**src/rtl/pdp8_io_mux.sv**
```systemverilog
// PDP-8 I/O aggregation: priority IOT response mux, masked registered interrupt,
// and a round-robin data-break arbiter with a done-timeout.
module pdp8_io_mux #(
  parameter int unsigned NDEV  = 4,
  parameter int unsigned DW    = 12,
  parameter int unsigned MAW   = 15,
  parameter int unsigned TMO_W = 8
) (
  input  logic                clk,
  input  logic                reset,
  input  logic [NDEV-1:0]     dev_selected,
  input  logic [NDEV*DW-1:0]  dev_data_out,
  input  logic [NDEV-1:0]     dev_data_avail,
  input  logic [NDEV-1:0]     dev_skip,
  input  logic [NDEV-1:0]     dev_clear_ac,
  input  logic [NDEV-1:0]     dev_interrupt,
  input  logic [NDEV-1:0]     int_mask,
  input  logic [NDEV-1:0]     dev_ram_read_req,
  input  logic [NDEV-1:0]     dev_ram_write_req,
  input  logic [NDEV*MAW-1:0] dev_ram_ma,
  input  logic [NDEV*DW-1:0]  dev_ram_out,
  output logic [NDEV-1:0]     dev_ram_done,
  output logic [DW-1:0]       io_data_out,
  output logic                io_data_avail,
  output logic                io_skip,
  output logic                io_clear_ac,
  output logic                io_interrupt,
  output logic                io_ram_read_req,
  output logic                io_ram_write_req,
  output logic [MAW-1:0]      io_ram_ma,
  output logic [DW-1:0]       io_ram_out,
  input  logic                io_ram_done,
  output logic                sel_conflict,
  output logic                ram_timeout,
  input  logic                err_clear
);

  localparam int unsigned IW = (NDEV > 1) ? $clog2(NDEV) : 1;
  localparam logic [TMO_W-1:0] TMO_MAX = '1;

  typedef enum logic [1:0] {IDLE, BUSY, DONE} state_e;

  state_e            state_q;
  logic [IW-1:0]     grant_q;
  logic [IW-1:0]     rr_ptr_q;
  logic [TMO_W-1:0]  tmo_q;
  logic [TMO_W-1:0]  tmo_d;
  logic              rd_req_q;
  logic              wr_req_q;
  logic [MAW-1:0]    ma_q;
  logic [DW-1:0]     out_q;
  logic [NDEV-1:0]   done_q;
  logic              int_q;
  logic              conflict_q;
  logic              timeout_q;

  logic [NDEV-1:0]   pending;
  logic              pick_valid;
  logic [IW-1:0]     pick_idx;
  int unsigned       cand;
  logic              multi_sel;
  logic              tmo_fire;

  // Walk from highest to lowest index so the lowest selected channel wins.
  always_comb begin
    io_data_out   = '0;
    io_data_avail = 1'b0;
    io_skip       = 1'b0;
    io_clear_ac   = 1'b0;
    for (int unsigned i = NDEV; i > 0; i--) begin
      if (dev_selected[i-1]) begin
        io_data_out   = dev_data_out[(i-1)*DW +: DW];
        io_data_avail = dev_data_avail[i-1];
        io_skip       = dev_skip[i-1];
        io_clear_ac   = dev_clear_ac[i-1];
      end
    end
  end

  assign pending = dev_ram_read_req | dev_ram_write_req;

  // Scan offsets from far to near so the nearest requester after rr_ptr wins.
  always_comb begin
    pick_valid = 1'b0;
    pick_idx   = '0;
    cand       = 0;
    for (int unsigned k = NDEV; k > 0; k--) begin
      cand = (32'(rr_ptr_q) + k - 1) % NDEV;
      if (pending[cand]) begin
        pick_valid = 1'b1;
        pick_idx   = IW'(cand);
      end
    end
  end

  assign multi_sel = $countones(dev_selected) > 1;
  assign tmo_d     = tmo_q + 1'b1;
  assign tmo_fire  = (state_q == BUSY) && !io_ram_done && (tmo_d == TMO_MAX);

  always_ff @(posedge clk or negedge reset) begin
    if (!reset) begin
      state_q  <= IDLE;
      grant_q  <= '0;
      rr_ptr_q <= '0;
      tmo_q    <= '0;
      rd_req_q <= 1'b0;
      wr_req_q <= 1'b0;
      ma_q     <= '0;
      out_q    <= '0;
      done_q   <= '0;
    end else begin
      case (state_q)
        IDLE: begin
          if (pick_valid) begin
            state_q  <= BUSY;
            grant_q  <= pick_idx;
            wr_req_q <= dev_ram_write_req[pick_idx];
            rd_req_q <= ~dev_ram_write_req[pick_idx];
            ma_q     <= dev_ram_ma[pick_idx*MAW +: MAW];
            out_q    <= dev_ram_out[pick_idx*DW +: DW];
            tmo_q    <= '0;
          end
        end
        BUSY: begin
          if (io_ram_done || tmo_fire) begin
            state_q  <= DONE;
            rd_req_q <= 1'b0;
            wr_req_q <= 1'b0;
            done_q   <= NDEV'(1) << grant_q;
          end else begin
            tmo_q <= tmo_d;
          end
        end
        DONE: begin
          state_q  <= IDLE;
          done_q   <= '0;
          rr_ptr_q <= (grant_q == IW'(NDEV - 1)) ? '0 : grant_q + 1'b1;
        end
        default: state_q <= IDLE;
      endcase
    end
  end

  // A new error in the same cycle as err_clear keeps the flag set.
  always_ff @(posedge clk or negedge reset) begin
    if (!reset) begin
      int_q      <= 1'b0;
      conflict_q <= 1'b0;
      timeout_q  <= 1'b0;
    end else begin
      int_q <= |(dev_interrupt & int_mask);
      if (multi_sel)      conflict_q <= 1'b1;
      else if (err_clear) conflict_q <= 1'b0;
      if (tmo_fire)       timeout_q  <= 1'b1;
      else if (err_clear) timeout_q  <= 1'b0;
    end
  end

  assign dev_ram_done     = done_q;
  assign io_interrupt     = int_q;
  assign io_ram_read_req  = rd_req_q;
  assign io_ram_write_req = wr_req_q;
  assign io_ram_ma        = ma_q;
  assign io_ram_out       = out_q;
  assign sel_conflict     = conflict_q;
  assign ram_timeout      = timeout_q;

endmodule

```
**config.mk**
```make
export PLATFORM = sky130hd
export DESIGN_NAME = pdp8_io_mux
export DESIGN_NICKNAME = d
export VERILOG_FILES = /design/src/rtl/pdp8_io_mux.sv
export SDC_FILE = /design/constraint.sdc
export NUM_CORES = 1
export LEC_CHECK = 0
export ABC_AREA = 1
export BUFFER_PORTS_ARGS = -buffer_cell sky130_fd_sc_hd__buf_2
export CAP_MARGIN = 25
export CORE_AREA = 10 10 107 109
export CTS_CLUSTER_SIZE = 8
export DETAILED_ROUTE_END_ITERATION = 16
export DIE_AREA = 0 0 117 119
export GPL_TIMING_DRIVEN = 0
export PLACE_DENSITY = 0.8
export SYNTH_ARGS = -nofsm -noshare
export SYNTH_HDL_FRONTEND = slang
export SYNTH_SLANG_ARGS = --single-unit
```
**constraint.sdc**
```tcl
create_clock -name clk -period 2.44 [get_ports clk]
set_clock_uncertainty 0.2 [all_clocks]
set_input_delay 0.122 -clock clk [delete_from_list [all_inputs] [get_ports clk]]
set_output_delay 0.122 -clock clk [all_outputs]
set_load 0.03 [all_outputs]
```
== Word-level counts from Yosys, hierarchy flattened ==
Index checks and enable logic that the tools add are counted.
Widths: inputs -> output; s select.

* Flip-flop bits (word level): 50
* Latch bits: 0
* RAM bits: 0
* Bits in read-only memories: 0
* Input port bits: 192
* Output and inout bits: 51
* Word-level logic and storage cells: 112
* Memories: 0

* Add/sub/neg operators: 13
* Multiply operators: 2
* Div/mod/pow operators: 0
* Order comparisons: 6
* Equality and inequality tests: 7
* Shift operators: 3
* Muxes and demuxes: 51
* Bitwise gates (word level): 3
* Reductions and logical operators: 15

{| class="wikitable"
|+ Operators by type and width
! kind !! count
|-
| $shiftx 60x7->15 || 1
|-
| $mux 12 || 4
|-
| $shiftx 48x7->12 || 1
|-
| $mux 1 || 27
|-
| $mux 8 || 2
|-
| $pmux 8 s2 || 1
|-
| $lt 2x3->1 const B || 5
|-
| $mux 2 || 7
|-
| $bmux 1 s2 || 5
|-
| $add 8x1->8 const B || 1
|-
| $eq 8x8->1 const B || 1
|-
| $pmux 4 s2 || 1
|-
| $reduce_bool 2->1 || 4
|-
| $sub 2x1->2 const B || 4
|-
| $add 2x1->2 const B || 3
|-
| $mul 2x4->6 const B || 1
|-
| $reduce_and 2->1 || 3
|-
| $reduce_and 3->1 || 2
|-
| $add 1x1->2 || 2
|-
| $add 2x2->2 const B || 2
|-
| $and 4x4->4 || 1
|-
| $eq 2x2->1 const B || 2
|-
| $mul 2x2->4 const B || 1
|-
| $mux 4 || 1
|-
| 15 further kinds || 18
|}

== Depth between registers and ports, before layout ==
Gate-level depths: netlist of the first run.

* Depth after elaboration: 13
* Gate-level depth with buffers: 16
* Gate-level depth less buffers: 13

== Worst setup path after synthesis of the first run ==
Ideal clock, no wire load.

* Path type: in2out
* From: input dev_selected[2]
* To: output io_data_out[10]
* Arrival: 1.721 ns
* Data required time: 2.118 ns
* Slack: 0.397 ns
* Stages: 5
* Buffers on the path: 2
* Cell sequence: clkbuf_1 -> nor2_1 -> clkbuf_1 -> a221oi_1 -> o31ai_1

* Cells in the longest elaborated chain, start to end: 3

{| class="wikitable"
|+ RTL lines
! element !! RTL line !! text
|-
| start: declaration || 11 || <nowiki>input logic [NDEV-1:0] dev_selected,</nowiki>
|-
| $mux 12 (3 in a row) || 71 || <nowiki>if (dev_selected[i-1]) begin</nowiki>
|-
| end: declaration || 23 || <nowiki>output logic [DW-1:0] io_data_out,</nowiki>
|}

Every way passes these cells.

== Final worst setup path of the first run ==
* From: register rr_ptr_q[0]
* To: register ma_q[14] (netlist: io_ram_ma[14])

* Cells in the longest elaborated chain, start to end: 10
* Elaborated cells between the ends (all ways): 27
* Those cells by class: add/sub: 8; mul: 1; shift: 1; mux: 16; reduce/logical: 1

{| class="wikitable"
|+ RTL lines
! element !! RTL line !! text
|-
| start: declaration || 45 || <nowiki>logic [IW-1:0] rr_ptr_q;</nowiki>
|-
| start signal: assignment || 137 || <nowiki>rr_ptr_q <= (grant_q == IW'(NDEV - 1)) ? '0 : grant_q + 1'b1;</nowiki>
|-
| $add 2x1->2 || 88 || <nowiki>cand = (32'(rr_ptr_q) + k - 1) % NDEV;</nowiki>
|-
| $sub 2x1->2 || 88 ||
|-
| $bmux 1 s2 || 89 || <nowiki>if (pending[cand]) begin</nowiki>
|-
| $mux 1 (implied by the code) || 89 ||
|-
| $mux 2 (4 in a row) || 89 ||
|-
| $mul 2x4->6 || 119 || <nowiki>ma_q <= dev_ram_ma[pick_idx*MAW +: MAW];</nowiki>
|-
| $shiftx 60x7->15 || 119 ||
|-
| end signal: assignment || 119 ||
|-
| end: declaration || 50 || <nowiki>logic [MAW-1:0] ma_q;</nowiki>
|}

Several ways; a longest one is shown, not always the timed one. The select of a mux whose other input is x is not followed.
A chain may end at the register's enable or synchronous reset.

==> results of run 1 <==
==> worst paths after layout <==
kind	startpoint	to	cells after the start
max in group asynchronous	reset	rr_ptr_q[0]	3
max	rr_ptr_q[0]	io_ram_ma[14]	13
min	dev_ram_ma[46]	io_ram_ma[1]	7
min reg2reg	io_ram_ma[3]	io_ram_ma[3]	2
max reg2reg	rr_ptr_q[0]	io_ram_ma[14]	13
min in group asynchronous	reset	io_ram_ma[10]	2
==> placed cells by master, fill, tap and decap left out, types with 2 or more instances in the layout <==
master                          instances
sky130_fd_sc_hd__buf_2                249
sky130_fd_sc_hd__nand2_1              196
sky130_fd_sc_hd__nand3_1              111
sky130_fd_sc_hd__inv_1                102
sky130_fd_sc_hd__dlygate4sd3_1         67
sky130_fd_sc_hd__dfrtp_1               50
sky130_fd_sc_hd__nor2_1                29
sky130_fd_sc_hd__or2_1                 28
sky130_fd_sc_hd__a221oi_1              15
sky130_fd_sc_hd__o31ai_1               15
sky130_fd_sc_hd__clkbuf_1               8
sky130_fd_sc_hd__o21ai_0                8
sky130_fd_sc_hd__xor2_1                 7
sky130_fd_sc_hd__clkbuf_2               7
sky130_fd_sc_hd__ha_1                   6
sky130_fd_sc_hd__clkbuf_8               5
sky130_fd_sc_hd__buf_6                  4
sky130_fd_sc_hd__nand4_1                3
sky130_fd_sc_hd__nor3_1                 3
sky130_fd_sc_hd__nand3_2                3
sky130_fd_sc_hd__nand2_4                3
sky130_fd_sc_hd__a21oi_1                2
sky130_fd_sc_hd__nor2_4                 2
sky130_fd_sc_hd__buf_4                  2
sky130_fd_sc_hd__o211ai_1               2
sky130_fd_sc_hd__inv_6                  2
==> where the power goes <==
group | switching, mW | internal (mW) | leakage (nW)
Combinational | 3.34 | 1.69 | 2.96
Clock | 0.301 | 0.313 | 0.0592
Sequential | 0.211 | 1.18 | 0.627
==> routing by layer <==
| metal | vias up | global-route usage | routed length (microns) |
|---|---|---|---|
| li1 | 2609 | - | - |
| met4 | 0 | 0.110 | 850 |
| met1 | 2487 | 0.283 | 6180 |
| met5 | - | 0 | 0 |
| met2 | 324 | 0.435 | 9340 |
| met3 | 82 | 0.0557 | 1580 |
==> synth_stat cells (all sizes together) <==
cell type,instances
nand3,115
nand2,200
buf,19
or2,29
o211ai,2
nand4,3
nor2,32
clkbuf,12
a221oi,15
ha,6
a21boi,1
o31ai,15
xnor2,1
o21ai,8
nor3,3
nand3b,1
dfrtp,50
o221ai,1
inv,103
fa,1
a21oi,2
xor2,7
==> worst reg2reg max path, stage by stage, from the launching register on <==
cell                       delay (ns)
sky130_fd_sc_hd__dfrtp_1         0.38
sky130_fd_sc_hd__buf_6           0.14
sky130_fd_sc_hd__inv_2           0.10
sky130_fd_sc_hd__nand2_1         0.09
sky130_fd_sc_hd__nand2_1         0.10
sky130_fd_sc_hd__nor2_1          0.05
sky130_fd_sc_hd__nand2_1         0.06
sky130_fd_sc_hd__nand4_1         0.15
sky130_fd_sc_hd__nand2_1         0.10
sky130_fd_sc_hd__nand2_1         0.15
sky130_fd_sc_hd__nor2_4          0.25
sky130_fd_sc_hd__buf_4           0.24
sky130_fd_sc_hd__o211ai_1        0.14
sky130_fd_sc_hd__nand3_1         0.09
==> area by class of cell <==
type	count	area, sq um	area share
antenna	1	2.50	0.000402
buffer	31	176	0.0284
clock buffer	5	68.8	0.0111
clock inverter	3	47.5	0.00764
inverter	103	387	0.0621
multi-input combinational	442	2250	0.361
sequential	50	1250	0.201
tap	114	143	0.0229
timing repair buffer	309	1900	0.305
==> what timing repair did <==
action / CTS / global route
hold buffers: 67 / 0
endpoints found under the hold margin: 42 / 0
endpoints found under the setup margin: 0 / 35
gates resized for setup: 0 / 21
==> cell families (layout without fill, tap and decap cells) <==
family,Yosys count,after routing,share of synthesized area
other cells,0,1,0
xor+xnor,8,8,0.0175
simple gates,383,383,0.426
flops,50,50,0.313
fa+ha+maj,7,7,0.0237
compound gates,44,44,0.0822
buf+inv,134,451,0.138
==> registers in the layout, indices dropped and copies added, names as in the netlist, 2 cells and up <==
signal        cells
dev_ram_done      4
grant_q           2
io_ram_ma        15
io_ram_out       12
rr_ptr_q          2
state_q           2
tmo_q             8
==> per-stage QoR <==
step	setup TNS (ns)	setup slack, ns	cells	utilization
global placement	0	0.160	981	0.566
floorplan	0	0.397	626	-
CTS	0	0.0958	1057	0.651
finish	0	0.122	1058	0.658
global route	-0.0251	-0.0128	1058	0.658
detailed placement	0	0.116	982	0.568
==> insert_results.sql, run 1 <==
INSERT INTO impl_metrics (metric_group, metric, value, unit) VALUES
('detailed_routing', 'detailedRoute.firstPassIterationCount', '5', ''),
('sta', 'slew_headroom', '0.623', ''),
('layout', 'fraction_of_layout_instances_using_a_drive_strength_above_1', '0.304', ''),
('sta', 'hold-worst-slack', '0.000581', 'ns'),
('clocking', 'cts_tree', 'done', ''),
('sta', 'final_hold_viol_count', '0', ''),
('worst_setup_path', 'timing.critical_path.mode_cell', 'sky130_fd_sc_hd__nand2_1', ''),
('clocking', 'clock_sink_count', '50', ''),
('global_routing', 'grt_max_degree', '28', ''),
('detailed_routing', 'wirelength', '18.0', 'mm'),
('worst_setup_path', 'cp.required', '2.49', 'ns'),
('layout', 'postLayoutCellArea', '6220', 'sq um'),
('worst_setup_path', 'rrSetupSlack', '0.12', 'ns'),
('synth', 'synth.yosys.seq_area_share', '0.313', ''),
('sta', 'setup_violators_final', '0', ''),
('place', 'post_dp_cell_area', '5370', 'sq um'),
('layout', 'n_fill_cell', '798', ''),
('clocking', 'clk_transition_reported_paths', '0.10', 'ns'),
('clocking', 'cts.root.buffer_cell', 'sky130_fd_sc_hd__clkbuf_8', ''),
('sta', 'fin_crit', '2.32', 'ns'),
('detailed_routing', 'vias', '5502', ''),
('clocking', 'cts.htree.levels', '2', ''),
('layout', 'nets', '1141', ''),
('worst_setup_path', 'critical_path.endpoint_type', 'register', ''),
('synth', 'synth.yosys.warnings', '0', ''),
('synth', 'synth_area', '4000', 'sq um'),
('job', 'cap_violations', '0', ''),
('detailed_routing', 'drt_iter0_markers', '358', ''),
('worst_setup_path', 'cp_slowest_stage_delay', '0.38', 'ns'),
('place', 'dp.final_hpwl', '12.1', 'mm'),
('detailed_routing', 'viasPerCell', '5.20', ''),
('worst_setup_path', 'cp.buffers_inverters', '3', ''),
('place', 'last_weighted_congestion_value_of_the_routability_driven_placer', '0.851', ''),
('worst_setup_path', 'critical_path_cell_list', 'buf_6, inv_2, nand2_1, nand2_1, nor2_1, nand2_1, nand4_1, nand2_1, nand2_1, nor2_4, buf_4, o211ai_1, nand3_1', ''),
('detailed_routing', 'final_antenna_net_count', '0', ''),
('synth', 'syn-num-nets', '825', ''),
('sta', 'max_freq', '0.431', 'GHz'),
('power_and_ir_drop', 'finalPower', '7.04', 'mW'),
('synth', 'register_bit_count_reported_by_yosys', '50', ''),
('global_routing', 'grt_first_pass_wirelength', '28.2', 'mm'),
('synth', 'synthDominantCellAreaShare', '0.313', ''),
('clocking', 'postCtsSetupBuffers', '0', ''),
('detailed_routing', 'drc', '0', ''),
('global_routing', 'grt_usage', '0.250', ''),
('die', 'cell_row_count', '36', ''),
('layout', 'syn_to_final_growth', '55.4', '%'),
('sta', 'tightest_slew', '0.565', 'ns'),
('worst_setup_path', 'startpoint_type_of_the_worst_setup_path', 'register', ''),
('worst_setup_path', 'critical_path.top_delay_family', 'simple AND/OR/NAND/NOR gates', ''),
('min_path', 'timing.hold.worst.class', 'in -> reg', ''),
('worst_setup_path', 'worst_path_max_delay_cell', 'sky130_fd_sc_hd__dfrtp_1', ''),
('clocking', 'cts-root-to-sink-buffers', '2', ''),
('power_and_ir_drop', 'total_leakage_power', '3.65', 'nW'),
('die', 'die-height', '119', 'microns'),
('worst_setup_path', 'timing.critical_path.fanout_max', '10', ''),
('sta', 'slew_viol_final', '0', ''),
('place', 'io_buffers', '241', ''),
('outcome', 'result_of_the_run', 'completed', ''),
('clocking', 'worst_skew_pair_later_pin_latency', '0.31', 'ns'),
('synth', 'netlist-cell-type-count', '32', ''),
('worst_setup_path', 'cp_data_arrival_time', '2.37', 'ns'),
('die', 'boundaryPins', '243', ''),
('global_routing', 'first_global_vias', '5647', ''),
('synth', 'cell_types_with_the_largest_area_share_after_synthesis', 'sky130_fd_sc_hd__dfrtp_1 (31%), sky130_fd_sc_hd__nand2_1 (18%), sky130_fd_sc_hd__nand3_1 (14%)', ''),
('sta', 'final.period_utilization', '0.950', ''),
('die', 'chipWidth', '117', 'microns'),
('worst_setup_path', 'setup.worst_path.class', 'reg -> reg', ''),
('die', 'floorplan.initialDensity', '0.423', ''),
('global_routing', 'globalRouteOverflowTotal', '0', ''),
('synth', 'synth.avg_cell_area', '6.40', 'sq um'),
('global_routing', 'number_of_antenna_violations_at_the_first_check_in_global_routing', '1', ''),
('synth', 'syn_inst', '626', ''),
('detailed_routing', 'post_drt_wl_per_cell', '17.0', 'microns'),
('die', 'design.die.area', '13900', 'sq um'),
('power_and_ir_drop', 'power.density', '1130', 'nW/um^2'),
('clocking', 'cts-buffers-inserted', '5', ''),
('die', 'core', '9460', 'sq um'),
('power_and_ir_drop', 'max-vdd-ir-drop', '0.860', 'mV'),
('synth', 'netlist.top_cell.by_area', 'sky130_fd_sc_hd__dfrtp_1', '');
(Power assumes the default switching activity.)
==> run 2: changes to the inputs <==
BUFFER_PORTS_ARGS = -buffer_cell sky130_fd_sc_hd__clkbuf_2   (was -buffer_cell sky130_fd_sc_hd__buf_2)
REMOVE_ABC_BUFFERS = 1   (was default)
clock period = 2.5 ns   (was 2.44 ns; I/O delays follow)
==> insert_results.sql, run 2 (synthesis gave the netlist of run 1 again) <==
INSERT INTO impl_metrics (metric_group, metric, value, unit) VALUES
('clocking', 'clock_sink_count', '50', ''),
('power_and_ir_drop', 'total_leakage_power', '3.72', 'nW'),
('global_routing', 'first_global_vias', '5191', ''),
('sta', 'final.period_utilization', '0.991', ''),
('worst_setup_path', 'timing.critical_path.fanout_max', '29', ''),
('sta', 'final_hold_viol_count', '0', ''),
('detailed_routing', 'viasPerCell', '5.12', ''),
('die', 'cell_row_count', '36', ''),
('worst_setup_path', 'critical_path.endpoint_type', 'register', ''),
('global_routing', 'grt_first_pass_wirelength', '26.0', 'mm'),
('worst_setup_path', 'cp.required', '2.49', 'ns'),
('die', 'core', '9460', 'sq um'),
('layout', 'layout.cells.non_filler', '1056', ''),
('worst_setup_path', 'startpoint_type_of_the_worst_setup_path', 'register', ''),
('worst_setup_path', 'rrSetupSlack', '0.02', 'ns'),
('sta', 'slew_viol_final', '0', ''),
('power_and_ir_drop', 'power.sequential.fraction', '0.196', ''),
('layout', 'mostFrequentLayoutCell', 'sky130_fd_sc_hd__clkbuf_2', ''),
('layout', 'largest_reg_flops', '15', ''),
('worst_setup_path', 'setup.worst_path.class', 'reg -> reg', ''),
('clocking', 'cts.root.buffer_cell', 'sky130_fd_sc_hd__clkbuf_8', ''),
('layout', 'n_fill_cell', '755', ''),
('layout', 'commonest_non_fill_non_tap_cells_in_the_layout', 'sky130_fd_sc_hd__clkbuf_2 (243), sky130_fd_sc_hd__nand2_1 (194), sky130_fd_sc_hd__nand3_1 (111)', ''),
('power_and_ir_drop', 'finalPower', '7.08', 'mW'),
('sta', 'slew_headroom', '0.470', ''),
('layout', 'postLayoutCellArea', '6390', 'sq um'),
('power_and_ir_drop', 'power.switching', '3.86', 'mW'),
('power_and_ir_drop', 'power.density', '1110', 'nW/um^2'),
('worst_setup_path', 'cp_data_arrival_time', '2.46', 'ns'),
('place', 'post-place-cells', '953', ''),
('min_path', 'timing.hold.worst.class', 'in -> reg', ''),
('detailed_routing', 'drt_iter0_markers', '422', ''),
('sta', 'fin_crit', '2.48', 'ns'),
('layout', 'fraction_of_layout_instances_using_a_drive_strength_above_1', '0.305', ''),
('place', 'last_weighted_congestion_value_of_the_routability_driven_placer', '0.849', ''),
('clocking', 'cts.htree.levels', '2', ''),
('sta', 'setup_total_negative_slack', '0', 'ns'),
('place', 'post_dp_cell_area', '5240', 'sq um'),
('sta', 'max_freq', '0.404', 'GHz'),
('detailed_routing', 'final_antenna_net_count', '0', ''),
('sta', 'setup_violators_final', '0', ''),
('detailed_routing', 'drc', '0', ''),
('global_routing', 'grt_max_degree', '58', ''),
('clocking', 'cts_tree', 'done', ''),
('layout', 'syn_to_final_growth', '59.7', '%'),
('sta', 'tightest_slew', '0.796', 'ns'),
('layout', 'nets', '1139', ''),
('place', 'io_buffers', '242', ''),
('clocking', 'clk_transition_reported_paths', '0.10', 'ns'),
('clocking', 'cts-root-to-sink-buffers', '2', ''),
('detailed_routing', 'post_drt_wl_per_cell', '16.5', 'microns'),
('power_and_ir_drop', 'clock_power_share', '0.083', ''),
('die', 'die-height', '119', 'microns'),
('global_routing', 'grt_usage', '0.229', ''),
('die', 'boundaryPins', '243', ''),
('clocking', 'cts-buffers-inserted', '5', ''),
('power_and_ir_drop', 'cell_int_power', '3.22', 'mW'),
('detailed_routing', 'vias', '5410', ''),
('place', 'dp.final_hpwl', '11.3', 'mm'),
('power_and_ir_drop', 'switching_share', '0.545', ''),
('layout', 'multiInputGateArea', '2310', 'sq um'),
('power_and_ir_drop', 'logic_gate_share_of_total_power', '0.722', ''),
('global_routing', 'number_of_antenna_violations_at_the_first_check_in_global_routing', '1', ''),
('die', 'floorplan.initialDensity', '0.423', ''),
('clocking', 'worst_skew_pair_later_pin_latency', '0.31', 'ns'),
('global_routing', 'globalRouteOverflowTotal', '0', ''),
('outcome', 'result_of_the_run', 'completed', ''),
('die', 'chipWidth', '117', 'microns'),
('power_and_ir_drop', 'max-vdd-ir-drop', '0.672', 'mV'),
('layout', 'register_area', '1250', 'sq um'),
('detailed_routing', 'detailedRoute.firstPassIterationCount', '5', ''),
('job', 'cap_violations', '0', ''),
('die', 'design.die.area', '13900', 'sq um'),
('detailed_routing', 'wirelength', '17.4', 'mm');
## run 2: changes by cell type in the layout (fill, tap and decap cells not counted), sizes merged
cell / delta
nand3: +1
buf: -244
clkbuf: +228
inv: -3
clkinvlp: +1
clkinv: +2
dlygate4sd3: +11
nand2: +2
## run 2: timing repair
item                                    4_1_cts  5_1_grt
setup buffers                                 4        8
hold buffers                                 78        0
gates resized for setup                       7       12
cloned                                        3        1
endpoints found under the hold margin        55        0
pin swaps                                     3        2
endpoints found under the setup margin       40       38
## run 2: layer usage
layer  wire length, microns  global-route usage
met4                    450              0.0796
met2                   8400               0.393
met3                   2440              0.0979
met1                   6140               0.245
met5                      0                   0
## run 2: path summary, 6_finish.rpt
check,startpoint,depth (start not counted),endpoint
setup / recovery,rr_ptr_q[0],12,io_ram_ma[11]
hold / removal,dev_ram_ma[58],7,io_ram_ma[13]
setup reg to reg,rr_ptr_q[0],12,io_ram_ma[11]
hold reg to reg,io_ram_read_req,2,io_ram_read_req
max in group asynchronous,reset,3,rr_ptr_q[0]
min in group asynchronous,reset,2,tmo_q[3]
## run 2: critical path: stages (launching register included)
cell and delay [ns]:
sky130_fd_sc_hd__dfrtp_2 0.47, sky130_fd_sc_hd__clkbuf_2 0.19, sky130_fd_sc_hd__nand2_1 0.08, sky130_fd_sc_hd__nand3_1 0.12, sky130_fd_sc_hd__nand2_1 0.13, sky130_fd_sc_hd__nand3_4 0.12
sky130_fd_sc_hd__nand2_2 0.14, sky130_fd_sc_hd__nand2_8 0.11, sky130_fd_sc_hd__nand2_8 0.11, sky130_fd_sc_hd__buf_16 0.19, sky130_fd_sc_hd__or2_1 0.24, sky130_fd_sc_hd__nand3_1 0.13
sky130_fd_sc_hd__nand3_1 0.10
## run 2: metrics by stage
step | utilization | hold slack, ns | setup WS [ns]
2_1_floorplan | - | -0.371 | -0.154
3_3_place_gp | 0.549 | 0.140 | -0.780
3_5_place_dp | 0.554 | 0.0493 | -0.487
4_1_cts | 0.660 | 0.00121 | 0.0164
5_1_grt | 0.676 | 0.0219 | -0.0788
6_report | 0.676 | 0.00776 | 0.0231
## run 2: power groups by stage
stage                     Combinational [mW]  Sequential (mW)  Clock, mW
after global routing                    5.53             1.42      0.631
after floorplan                         2.43             1.87          0
after global placement                  4.09             1.38          0
after CTS                               4.57             1.37      0.601
final                                   5.11             1.39      0.585
after detailed placement                4.17             1.38          0
## run 2: final cells by class
type | count | area share
Sequential cell | 50 | 0.196
Clock buffer | 5 | 0.0108
Timing Repair Buffer | 335 | 0.342
Tap cell | 114 | 0.0223
Clock inverter | 3 | 0.00626
Inverter | 103 | 0.0611
Multi-Input combinational cell | 445 | 0.362
Antenna cell | 1 | 0.000391
